**src/rtl/rv32i_types_pkg.sv**
```systemverilog
// Shared RV32I type definitions: ALU operation codes and the M-extension muldiv op codes.
// Divider support in muldiv_unit is controlled by the MULDIV_DIV_EN macro.
package rv32i_types;

    typedef enum logic [3:0] {
        ALU_ADD  = 4'b0000,
        ALU_SUB  = 4'b1000,
        ALU_SLL  = 4'b0001,
        ALU_SLT  = 4'b0010,
        ALU_SLTU = 4'b0011,
        ALU_XOR  = 4'b0100,
        ALU_SRL  = 4'b0101,
        ALU_SRA  = 4'b1101,
        ALU_OR   = 4'b0110,
        ALU_AND  = 4'b0111
    } alu_ops;

    typedef enum logic [2:0] {
        MUL    = 3'b000,
        MULH   = 3'b001,
        MULHSU = 3'b010,
        MULHU  = 3'b011,
        DIV    = 3'b100,
        DIVU   = 3'b101,
        REM    = 3'b110,
        REMU   = 3'b111
    } muldiv_op_t;

    // Bit 2 separates divide/remainder from multiply; bit 0 marks unsigned divide variants.
    function automatic logic isDivOp(muldiv_op_t o);
        return o[2];
    endfunction

    function automatic logic isASigned(muldiv_op_t o);
        return (o == MUL) || (o == MULH) || (o == MULHSU) || (o == DIV) || (o == REM);
    endfunction

    function automatic logic isBSigned(muldiv_op_t o);
        return (o == MUL) || (o == MULH) || (o == DIV) || (o == REM);
    endfunction

endpackage

```
**src/rtl/muldiv_signfix.sv**
```systemverilog
// Combinational conditional two's-complement negation, used both to take operand
// magnitudes on entry and to restore result signs after the iterative core.
module muldiv_signfix #(
    parameter int WIDTH = 32
) (
    input  logic [WIDTH-1:0] i_value,
    input  logic             i_negate,
    output logic [WIDTH-1:0] o_value
);

    assign o_value = i_negate ? ({WIDTH{1'b0}} - i_value) : i_value;

endmodule

```
**src/rtl/muldiv_unit.sv**
```systemverilog
// Iterative RV32M-style multiply/divide unit: shift-add multiply and restoring divide on magnitudes.
// Define MULDIV_DIV_EN to build the divider; without it divide ops bypass and return zero.
module muldiv_unit
    import rv32i_types::*;
#(
    parameter int WIDTH = 32
) (
    input  logic             clk,
    input  logic             rst,
    input  logic             start,
    input  muldiv_op_t       op,
    input  logic [WIDTH-1:0] a,
    input  logic [WIDTH-1:0] b,
    output logic             busy,
    output logic             done,
    output logic [WIDTH-1:0] result
);

    localparam int CW = $clog2(WIDTH + 1);

    localparam logic [1:0] S_IDLE = 2'd0;
    localparam logic [1:0] S_CALC = 2'd1;
    localparam logic [1:0] S_FIX  = 2'd2;
    localparam logic [1:0] S_DONE = 2'd3;

    logic [1:0]         r_state;
    muldiv_op_t         r_op;
    logic [CW-1:0]      r_cnt;
    logic [2*WIDTH-1:0] r_acc;
    logic [WIDTH-1:0]   r_opnd;
    logic               r_negLo;
    logic [WIDTH-1:0]   r_result;

    logic               w_accept;
    logic               w_aNeg;
    logic               w_bNeg;
    logic [WIDTH-1:0]   w_aMag;
    logic [WIDTH-1:0]   w_bMag;
    logic               w_bypass;
    logic [2*WIDTH-1:0] w_entryAcc;
    logic               w_entryNegLo;
    logic [WIDTH:0]     w_mulSum;
    logic [2*WIDTH-1:0] w_mulNext;
    logic [2*WIDTH-1:0] w_fixAcc;
    logic [WIDTH-1:0]   w_fixResult;

`ifdef MULDIV_DIV_EN
    logic               r_negHi;
    logic               w_entryNegHi;
    logic [WIDTH:0]     w_divShift;
    logic [WIDTH:0]     w_divTrial;
    logic [2*WIDTH-1:0] w_divNext;
    logic [WIDTH-1:0]   w_fixLo;
    logic [WIDTH-1:0]   w_fixHi;
`endif

    // DONE behaves like IDLE for acceptance so a held start streams back-to-back.
    assign w_accept = start && ((r_state == S_IDLE) || (r_state == S_DONE));
    assign w_aNeg   = isASigned(op) && a[WIDTH-1];
    assign w_bNeg   = isBSigned(op) && b[WIDTH-1];

    muldiv_signfix #(.WIDTH(WIDTH)) u_magA (
        .i_value  (a),
        .i_negate (w_aNeg),
        .o_value  (w_aMag)
    );

    muldiv_signfix #(.WIDTH(WIDTH)) u_magB (
        .i_value  (b),
        .i_negate (w_bNeg),
        .o_value  (w_bMag)
    );

    // Divide special cases preload the final answer and skip CALC with sign fix-up disabled.
    always_comb begin
        w_bypass     = 1'b0;
        w_entryAcc   = {{WIDTH{1'b0}}, w_aMag};
        w_entryNegLo = w_aNeg ^ w_bNeg;
`ifdef MULDIV_DIV_EN
        w_entryNegHi = w_aNeg;
        if (isDivOp(op)) begin
            if (b == {WIDTH{1'b0}}) begin
                w_bypass     = 1'b1;
                w_entryAcc   = {a, {WIDTH{1'b1}}};
                w_entryNegLo = 1'b0;
                w_entryNegHi = 1'b0;
            end else if (!op[0] && (a == {1'b1, {(WIDTH-1){1'b0}}}) && (b == {WIDTH{1'b1}})) begin
                w_bypass     = 1'b1;
                w_entryAcc   = {{WIDTH{1'b0}}, a};
                w_entryNegLo = 1'b0;
                w_entryNegHi = 1'b0;
            end
        end
`else
        if (isDivOp(op)) begin
            w_bypass     = 1'b1;
            w_entryAcc   = {2*WIDTH{1'b0}};
            w_entryNegLo = 1'b0;
        end
`endif
    end

    assign w_mulSum  = {1'b0, r_acc[2*WIDTH-1:WIDTH]} + (r_acc[0] ? {1'b0, r_opnd} : {(WIDTH+1){1'b0}});
    assign w_mulNext = {w_mulSum, r_acc[WIDTH-1:1]};

`ifdef MULDIV_DIV_EN
    // Remainder lives in the high half, quotient bits shift into the low half.
    assign w_divShift = {r_acc[2*WIDTH-1:WIDTH], r_acc[WIDTH-1]};
    assign w_divTrial = w_divShift - {1'b0, r_opnd};
    assign w_divNext  = w_divTrial[WIDTH] ? {w_divShift[WIDTH-1:0], r_acc[WIDTH-2:0], 1'b0}
                                          : {w_divTrial[WIDTH-1:0], r_acc[WIDTH-2:0], 1'b1};

    muldiv_signfix #(.WIDTH(WIDTH)) u_fixLo (
        .i_value  (r_acc[WIDTH-1:0]),
        .i_negate (r_negLo),
        .o_value  (w_fixLo)
    );

    muldiv_signfix #(.WIDTH(WIDTH)) u_fixHi (
        .i_value  (r_acc[2*WIDTH-1:WIDTH]),
        .i_negate (r_negHi),
        .o_value  (w_fixHi)
    );
`endif

    muldiv_signfix #(.WIDTH(2*WIDTH)) u_fixAcc (
        .i_value  (r_acc),
        .i_negate (r_negLo),
        .o_value  (w_fixAcc)
    );

    always_comb begin
        w_fixResult = w_fixAcc[2*WIDTH-1:WIDTH];
        if (!isDivOp(r_op)) begin
            if (r_op == MUL) begin
                w_fixResult = w_fixAcc[WIDTH-1:0];
            end
        end else begin
`ifdef MULDIV_DIV_EN
            w_fixResult = r_op[1] ? w_fixHi : w_fixLo;
`else
            w_fixResult = {WIDTH{1'b0}};
`endif
        end
    end

    always_ff @(posedge clk or posedge rst) begin
        if (rst) begin
            r_state  <= S_IDLE;
            r_op     <= MUL;
            r_cnt    <= '0;
            r_acc    <= '0;
            r_opnd   <= '0;
            r_negLo  <= 1'b0;
`ifdef MULDIV_DIV_EN
            r_negHi  <= 1'b0;
`endif
            r_result <= '0;
        end else begin
            case (r_state)
                S_IDLE, S_DONE: begin
                    if (w_accept) begin
                        r_op    <= op;
                        r_cnt   <= '0;
                        r_acc   <= w_entryAcc;
                        r_opnd  <= w_bMag;
                        r_negLo <= w_entryNegLo;
`ifdef MULDIV_DIV_EN
                        r_negHi <= w_entryNegHi;
`endif
                        r_state <= w_bypass ? S_FIX : S_CALC;
                    end else begin
                        r_state <= S_IDLE;
                    end
                end
                S_CALC: begin
`ifdef MULDIV_DIV_EN
                    r_acc <= isDivOp(r_op) ? w_divNext : w_mulNext;
`else
                    r_acc <= w_mulNext;
`endif
                    r_cnt <= r_cnt + 1'b1;
                    if (r_cnt == CW'(WIDTH - 1)) begin
                        r_state <= S_FIX;
                    end
                end
                S_FIX: begin
                    r_result <= w_fixResult;
                    r_state  <= S_DONE;
                end
                default: begin
                    r_state <= S_IDLE;
                end
            endcase
        end
    end

    assign busy   = (r_state == S_CALC) || (r_state == S_FIX);
    assign done   = (r_state == S_DONE);
    assign result = r_result;

endmodule

```
**config.mk**
```make
export PLATFORM = sky130hd
export DESIGN_NAME = muldiv_unit
export DESIGN_NICKNAME = d
export VERILOG_FILES = /design/src/rtl/rv32i_types_pkg.sv /design/src/rtl/muldiv_signfix.sv /design/src/rtl/muldiv_unit.sv
export SDC_FILE = /design/constraint.sdc
export NUM_CORES = 1
export LEC_CHECK = 0
export BUFFER_PORTS_ARGS = -buffer_cell sky130_fd_sc_hd__buf_2
export CAP_MARGIN = 10
export CORE_MARGIN = 8
export CORE_UTILIZATION = 30
export DETAILED_ROUTE_END_ITERATION = 10
export GPL_TIMING_DRIVEN = 0
export PLACE_DENSITY = 0.51
export SLEW_MARGIN = 15
export SYNTH_ARGS = -nofsm -noshare
export SYNTH_HDL_FRONTEND = slang
export SYNTH_SLANG_ARGS = --single-unit
export TNS_END_PERCENT = 30
```
**constraint.sdc**
```tcl
create_clock -name clk -period 5.6 [get_ports clk]
set_clock_uncertainty 0.1 [all_clocks]
set_input_delay 0.56 -clock clk [delete_from_list [all_inputs] [get_ports clk]]
set_output_delay 0.56 -clock clk [all_outputs]
set_load 0.1 [all_outputs]
```
==> metrics.txt, run 1 <==
Data arrival, critical path=slightly below 4 ns; Reg2Reg Launch Point=r_acc[0]$_DFFE_PP0P_; placeable core region=approximately 34000 um2; drt drc=0; total gr overflow=0; Worst-Margin Slew=0.812 ns; CTS max path bufs=2; I/O pins=around 100; Main synth FF type=dfrtp_1; 1st-pass router iterations=5; setup violators final=0; Mapped Nets=roughly 1400; Switching Power=approximately 0.0035 W; first-pass GRT wire length=57.3 mm; post-CTS resize count=0; flop2flop setup slack=1.94 ns; largest cells by area after synthesis=dfrtp_1 34%, xor2_1 6.8%, o21ai_0 5.6%; Clk pin slew, worst setup/hold paths=about 0.060 ns; Post-CTS Setup Inserts=0; # rows=68; sequential power share=0.272; post-route insts no fill=between 1500 and 2000; number of inserted diodes=0; Logic pwr share=0.541; synthesis-to-layout area growth=16.8%; vias in the first global route=10100; routing usage on met2=0.282; WL per Instance=just under 20 um; final period utilization=0.654; Synth cell types=69; yosys warns=0; most frequent cells in the layout=154 x nand2_1, 140 x dfrtp_1, 117 x o21ai_0; clock latency on the worst-skew pair=between 0.4 and 0.5 ns; Max Clk Rate=about 270 MHz; share of cells above drive strength 1=0.111; RSZ-0062 raised after global routing=false; setup tns final=0 ns; Post-Syn Instances=around 1300; Hold WC Path Type=in -> async; fill cell count=roughly 3600; CTS tree=done; clk sinks=between 100 and 150; Critical Path Source Type=register; Inserted Clock Buffers=17; met1 usage=0.232; Final Hold Fails=0; first-iteration detailed-routing DRC count=about 660; Die Wd=roughly 200 um; final worst slack=around 1.9 ns; port bufs=~100; Post-synth EDFFs=0; Power Dens Cells=547 nW/um2; DIE AREA=40800 um2; total wire length=approximately 36 mm; vias per cell=about 5.4; clock root buffer master=clkbuf_16; final slew viol count=0; Rel. slew slack=0.456; met3 Use GR=0.0368; reg2reg end=r_acc[53]$_DFFE_PP0P_; Critical Path End Type=register; Cells after DPL=1825; Place WS=a little under 2 ns; GRT Max-Usage Layer=met2; Max-Cap Viols=0; clock share of power=0.187; cells on worst reg2reg path=12; Switching Fraction=0.525; total number of H-tree levels=4; Crit path required time=~5.8 ns; # hold bufs at CTS=0; Int Pwr=between 0.003 and 0.004 W; largest net degree at the start of global routing=82; gr usage total=0.175; area leader, netlist=dfrtp_1; Post-Route Utilization=0.353; share of the synthesized area in the top cell type=0.338; Min Clock Period, post-route=3.66 ns; Synth Register Bits=140; final net count=about 1500; commonest non-fill, non-tap cell in the layout=nand2_1; Initial Util=0.302; mapped cell area=about 10000 um2; Routed Antenna Nets=0; Die Y=202 um; crit path max fanout=10; FFs w/ async S/R, synth=1.00; critical path class=reg -> reg; Crit. Startpoint=r_acc[0]$_DFFE_PP0P_; synthesized area per cell=roughly 8.2 um2; RePlAce Congestion=around 0.91; Static Leak=5.13 nW; DP HPWL=between 20 and 30 mm; Worst VDD drop=around 0.44 mV; post-synthesis sequential area ratio=0.338; via count=around 10000; status=completed; initial antenna violation count=0
-- critical path: stages (launching register included) --
cell and delay (ns):
dfrtp_1 0.58, clkbuf_1 0.31, and2_1 0.22, ha_1 0.18, inv_1 0.05, fa_1 0.37
nand2b_1 0.20, a21oi_1 0.40, nor2_1 0.16, o21ba_2 0.27, o41ai_1 0.39, xor2_1 0.11
a22o_1 0.21
-- worst max-delay path by stage --
stage	endpoint	cells after the start
2_1_floorplan	r_acc[0]$_DFFE_PP0P_	1
3_3_place_gp	r_opnd[2]$_DFFE_PP0P_	2
3_5_place_dp	r_acc[53]$_DFFE_PP0P_	12
4_1_cts	r_acc[53]$_DFFE_PP0P_	12
6_report	r_acc[53]$_DFFE_PP0P_	12
5_1_grt	r_acc[53]$_DFFE_PP0P_	12
-- logic make-up (layout without fill, tap and decap cells) --
family                   count (synthesis)  in the layout  synth area share
flip-flops                             140            140             0.338
adder cells (fa/ha/maj)                 40             40            0.0490
XOR/XNOR                               140            140             0.118
buffers and inverters                   94            230            0.0350
AO/OA/AOI/OAI                          395            395             0.240
multiplexers                             9              9           0.00905
AND/OR/NAND/NOR                        448            448             0.211
-- stage by stage --
| step | cell area [um2] | total power, W | hold WS, ns |
|---|---|---|---|
| 2_1_floorplan | 10400 | 0.00434 | 0.342 |
| 3_3_place_gp | 11500 | 0.00537 | 0.356 |
| 3_5_place_dp | 11500 | 0.00539 | 0.363 |
| 4_1_cts | 12100 | 0.00664 | 0.0851 |
| 5_1_grt | 12100 | 0.00707 | 0.0904 |
| 6_report | 12100 | 0.00663 | 0.0631 |
-- state kept, by name, summed over array words and instances, names as in the netlist --
| signal | flops |
|---|---|
| r_negLo | 1 |
| r_op | 3 |
| r_acc | 64 |
| r_opnd | 32 |
| r_cnt | 6 |
| result | 32 |
| r_state | 2 |
-- cell type report --
type	count	area, um2	area share
multi-input cells	1032	6500	0.537
flip-flops and latches	140	3500	0.289
well taps	455	569	0.0470
repair buffers	104	543	0.0448
clock buffers	18	429	0.0354
plain buffers	67	262	0.0216
clock inverters	14	194	0.0160
inverters	27	109	0.00899
-- routing by layer --
metal / wire length [um] / vias up
li1: - / 4869
met1: 16500 / 4816
met2: 16600 / 294
met3: 2080 / 58
met4: 922 / 0
met5: 0 / -
-- synth_stat cells (all sizes together), types with 30 or more instances --
cell type,count
and2,37
ha,39
o21ai,126
xnor2,59
o22ai,32
nor3,30
nor2,99
dfrtp,140
clkbuf,60
a21oi,91
nand2,154
xor2,81
-- power by group through the flow --
stage / logic [W] / registers, W / clock network [W]
2_1_floorplan: 0.00196 / 0.00238 / 0
4_1_cts: 0.00359 / 0.00180 / 0.00126
3_5_place_dp: 0.00358 / 0.00182 / 0
6_report: 0.00359 / 0.00180 / 0.00124
3_3_place_gp: 0.00355 / 0.00181 / 0
5_1_grt: 0.00390 / 0.00186 / 0.00130
Note: power is estimated with default switching activity, not from simulation.
==> run 2, diff against run 1 <==
PLACE_DENSITY = 0.53   (was 0.51)
clock period = 3.1 ns   (was 5.6 ns; I/O delays follow)
==> metrics.txt, run 2 (same netlist as run 1, synthesis figures left out) <==
status=completed; Critical Path End Type=register; Hold WC Path Type=in -> reg; Min Hold Slack=0.0461 ns (-0.0169 ns); Clk pin slew, worst setup/hold paths=0.07 ns (about the same); final slew viol count=0 (unchanged); worst path cell trace=buf_4 -> and2_4 -> ha_4 -> a21o_1 -> a221o_1 -> nor3b_1 -> o31a_1 -> a211oi_4 -> xor2_1 -> o21ai_1; number of inserted diodes=0 (unchanged); CTS tree=done; final period utilization=0.984 (+0.329); Worst VDD drop=1.17 mV (+160%); max reg flops=64 (unchanged); CP max stage cell=dfrtp_2; total wire length=36.2 mm (+0.22%); total number of H-tree levels=4 (unchanged); sequential power share=0.269 (-0.003); Static Leak=5.27 nW (+2.7%); CTS max path bufs=2 (unchanged); gr usage total=0.172 (-0.00356); clock share of power=0.183 (-0.004); RSZ-0062 raised after global routing=true; initial antenna violation count=0 (unchanged); flop2flop setup slack=0.05 ns (-1.88 ns); via count=10200 (+1.8%); Die Y=202 um (unchanged); clock latency on the worst-skew pair=0.44 ns (about the same); crit path capture=r_acc[58]$_DFFE_PP0P_; I/O pins=104 (unchanged); DP HPWL=29.0 mm (about the same); Power Dens Cells=974 nW/um2 (+78%); Switching Power=0.00635 W (+82%); largest net degree at the start of global routing=35 (-57%); Max-Cap Viols=0 (unchanged); synthesis-to-layout area growth=20.0%; Final Hold Fails=0 (unchanged); Logic pwr share=0.547 (+0.006); share of cells above drive strength 1=0.144 (+0.0332); fill cell count=3627 (+0.25%); Die Wd=202 um (unchanged); vias in the first global route=10100 (-0.63%); Cells after DPL=1828 (+0.16%); WL per Instance=19.4 um (-0.32%); RePlAce Congestion=0.902 (-0.30%); Rel. slew slack=0.434 (-0.0228); Min Clock Period, post-route=3.05 ns (-0.615 ns); most frequent cells in the layout=153 x nand2_1, 139 x dfrtp_1, 116 x o21ai_0; total gr overflow=0 (unchanged); commonest non-fill, non-tap cell in the layout=nand2_1; Crit. Startpoint=r_acc[0]$_DFFE_PP0P_; port bufs=103 (unchanged); crit path max fanout=10 (unchanged); Switching Fraction=0.524 (-0.00149); Worst-Margin Slew=0.847 ns (+0.0341 ns); Int Pwr=0.00577 W (+83%); DIE AREA=40800 um2 (unchanged); drt drc=0 (unchanged); setup violators final=0 (unchanged); clk sinks=140 (unchanged); design area=12400 um2 (+2.7%); Crit path required time=3.30 ns (-2.52 ns); first-iteration detailed-routing DRC count=681 (+2.6%); Initial Util=0.302 (unchanged); first-pass GRT wire length=56.0 mm (-2.2%); cells on worst reg2reg path=10 (-2); Reg2Reg Launch Point=r_acc[0]$_DFFE_PP0P_; Inserted Clock Buffers=17 (unchanged); reg2reg end=r_acc[58]$_DFFE_PP0P_; Critical Path Source Type=register; placeable core region=34300 um2 (unchanged); # rows=68 (unchanged); Max stage delay on crit path=0.48 ns (-0.10 ns); post-route insts no fill=1867 (+0.54%); 1st-pass router iterations=5 (unchanged); critical path class=reg -> reg; DP Area=11500 um2 (+0.42%); Routed Antenna Nets=0 (unchanged); Data arrival, critical path=3.25 ns (-0.64 ns); final net count=1510 (+0.73%); Top reg by flops=r_acc; clock root buffer master=clkbuf_16; Max Clk Rate=328 MHz (+20%); vias per cell=5.47 (+1.2%); PnR Total Power=0.0121 W (+83%); Post-Route Utilization=0.363 (+0.00960)
-- run 2: cell count changes in the layout (fill, tap and decap cells not counted), moves of 2 or more --
cell | previous run | this run
buf_1 | 4 | 2
a21oi_2 | 0 | 7
clkbuf_2 | 0 | 5
buf_12 | 0 | 4
a21oi_1 | 91 | 83
nor4_1 | 7 | 5
ha_4 | 0 | 3
buf_4 | 0 | 11
ha_1 | 39 | 31
clkbuf_1 | 61 | 53
ha_2 | 0 | 5
-- run 2: how the worst min path moves through the flow --
stage,startpoint,end,cells after the start
2_1_floorplan,op[2],r_negLo$_DFFE_PP0P_,1
3_3_place_gp,r_opnd[11]$_DFFE_PP0P_,r_opnd[11]$_DFFE_PP0P_,2
3_5_place_dp,rst,result[13]$_DFFE_PP0P_,2
4_1_cts,op[0],r_op[0]$_DFFE_PP0P_,2
5_1_grt,op[1],r_op[1]$_DFFE_PP0P_,2
6_report,op[0],r_op[0]$_DFFE_PP0P_,2
-- run 2: critical path: cells and delay by family (launching register included) --
family	cells	cell delay, ns
buffers and inverters	1	0.19
adders and majority gates	1	0.24
and+or+nand+nor	2	0.34
DFF	1	0.48
xor gates and xnor gates	1	0.18
AOI/OAI and AO/OA	5	1.38
-- run 2: area by class of cell --
type / count / area [um2] / area share
Timing Repair Buffer: 118 / 681 / 0.0547
Inverter: 27 / 105 / 0.00845
Clock buffer: 18 / 429 / 0.0345
Buffer: 64 / 268 / 0.0215
Multi-Input combinational cell: 1032 / 6700 / 0.538
Sequential cell: 140 / 3500 / 0.282
Clock inverter: 13 / 190 / 0.0153
Tap cell: 455 / 569 / 0.0458
-- run 2: metrics by stage --
step | TNS, ns | setup slack (ns)
after detailed placement | -9.97 | -0.552
after global placement | -32.06 | -0.552
after CTS | -0.0721 | -0.0239
after floorplan | 0 | 0.153
final | 0 | 0.0502
after global routing | -0.159 | -0.0857
-- run 2: repair_timing --
action | in CTS | in global routing
resized for setup | 18 | 35
buffers inserted | 4 | 6
endpoints found under the hold margin | 14 | 0
pin swaps | 3 | 9
hold buffers | 1 | 0
cloned | 0 | 0
setup endpoints to repair | 53 | 56
-- run 2: layer usage --
layer	vias up	wire length [um]	GRT usage	share of wire
met5	-	0	0	0
li1	4889	-	-	-
met4	0	922	0.0613	0.025
met3	56	2030	0.0395	0.056
met2	292	16600	0.275	0.46
met1	4977	16700	0.223	0.46
-- run 2: power by group through the flow --
stage	sequential [W]	clock [W]	combinational [W]
final	0.00326	0.00222	0.00663
after CTS	0.00325	0.00225	0.00652
after global placement	0.00326	0	0.00640
after floorplan	0.00430	0	0.00354
after detailed placement	0.00328	0	0.00646
after global routing	0.00336	0.00232	0.00715
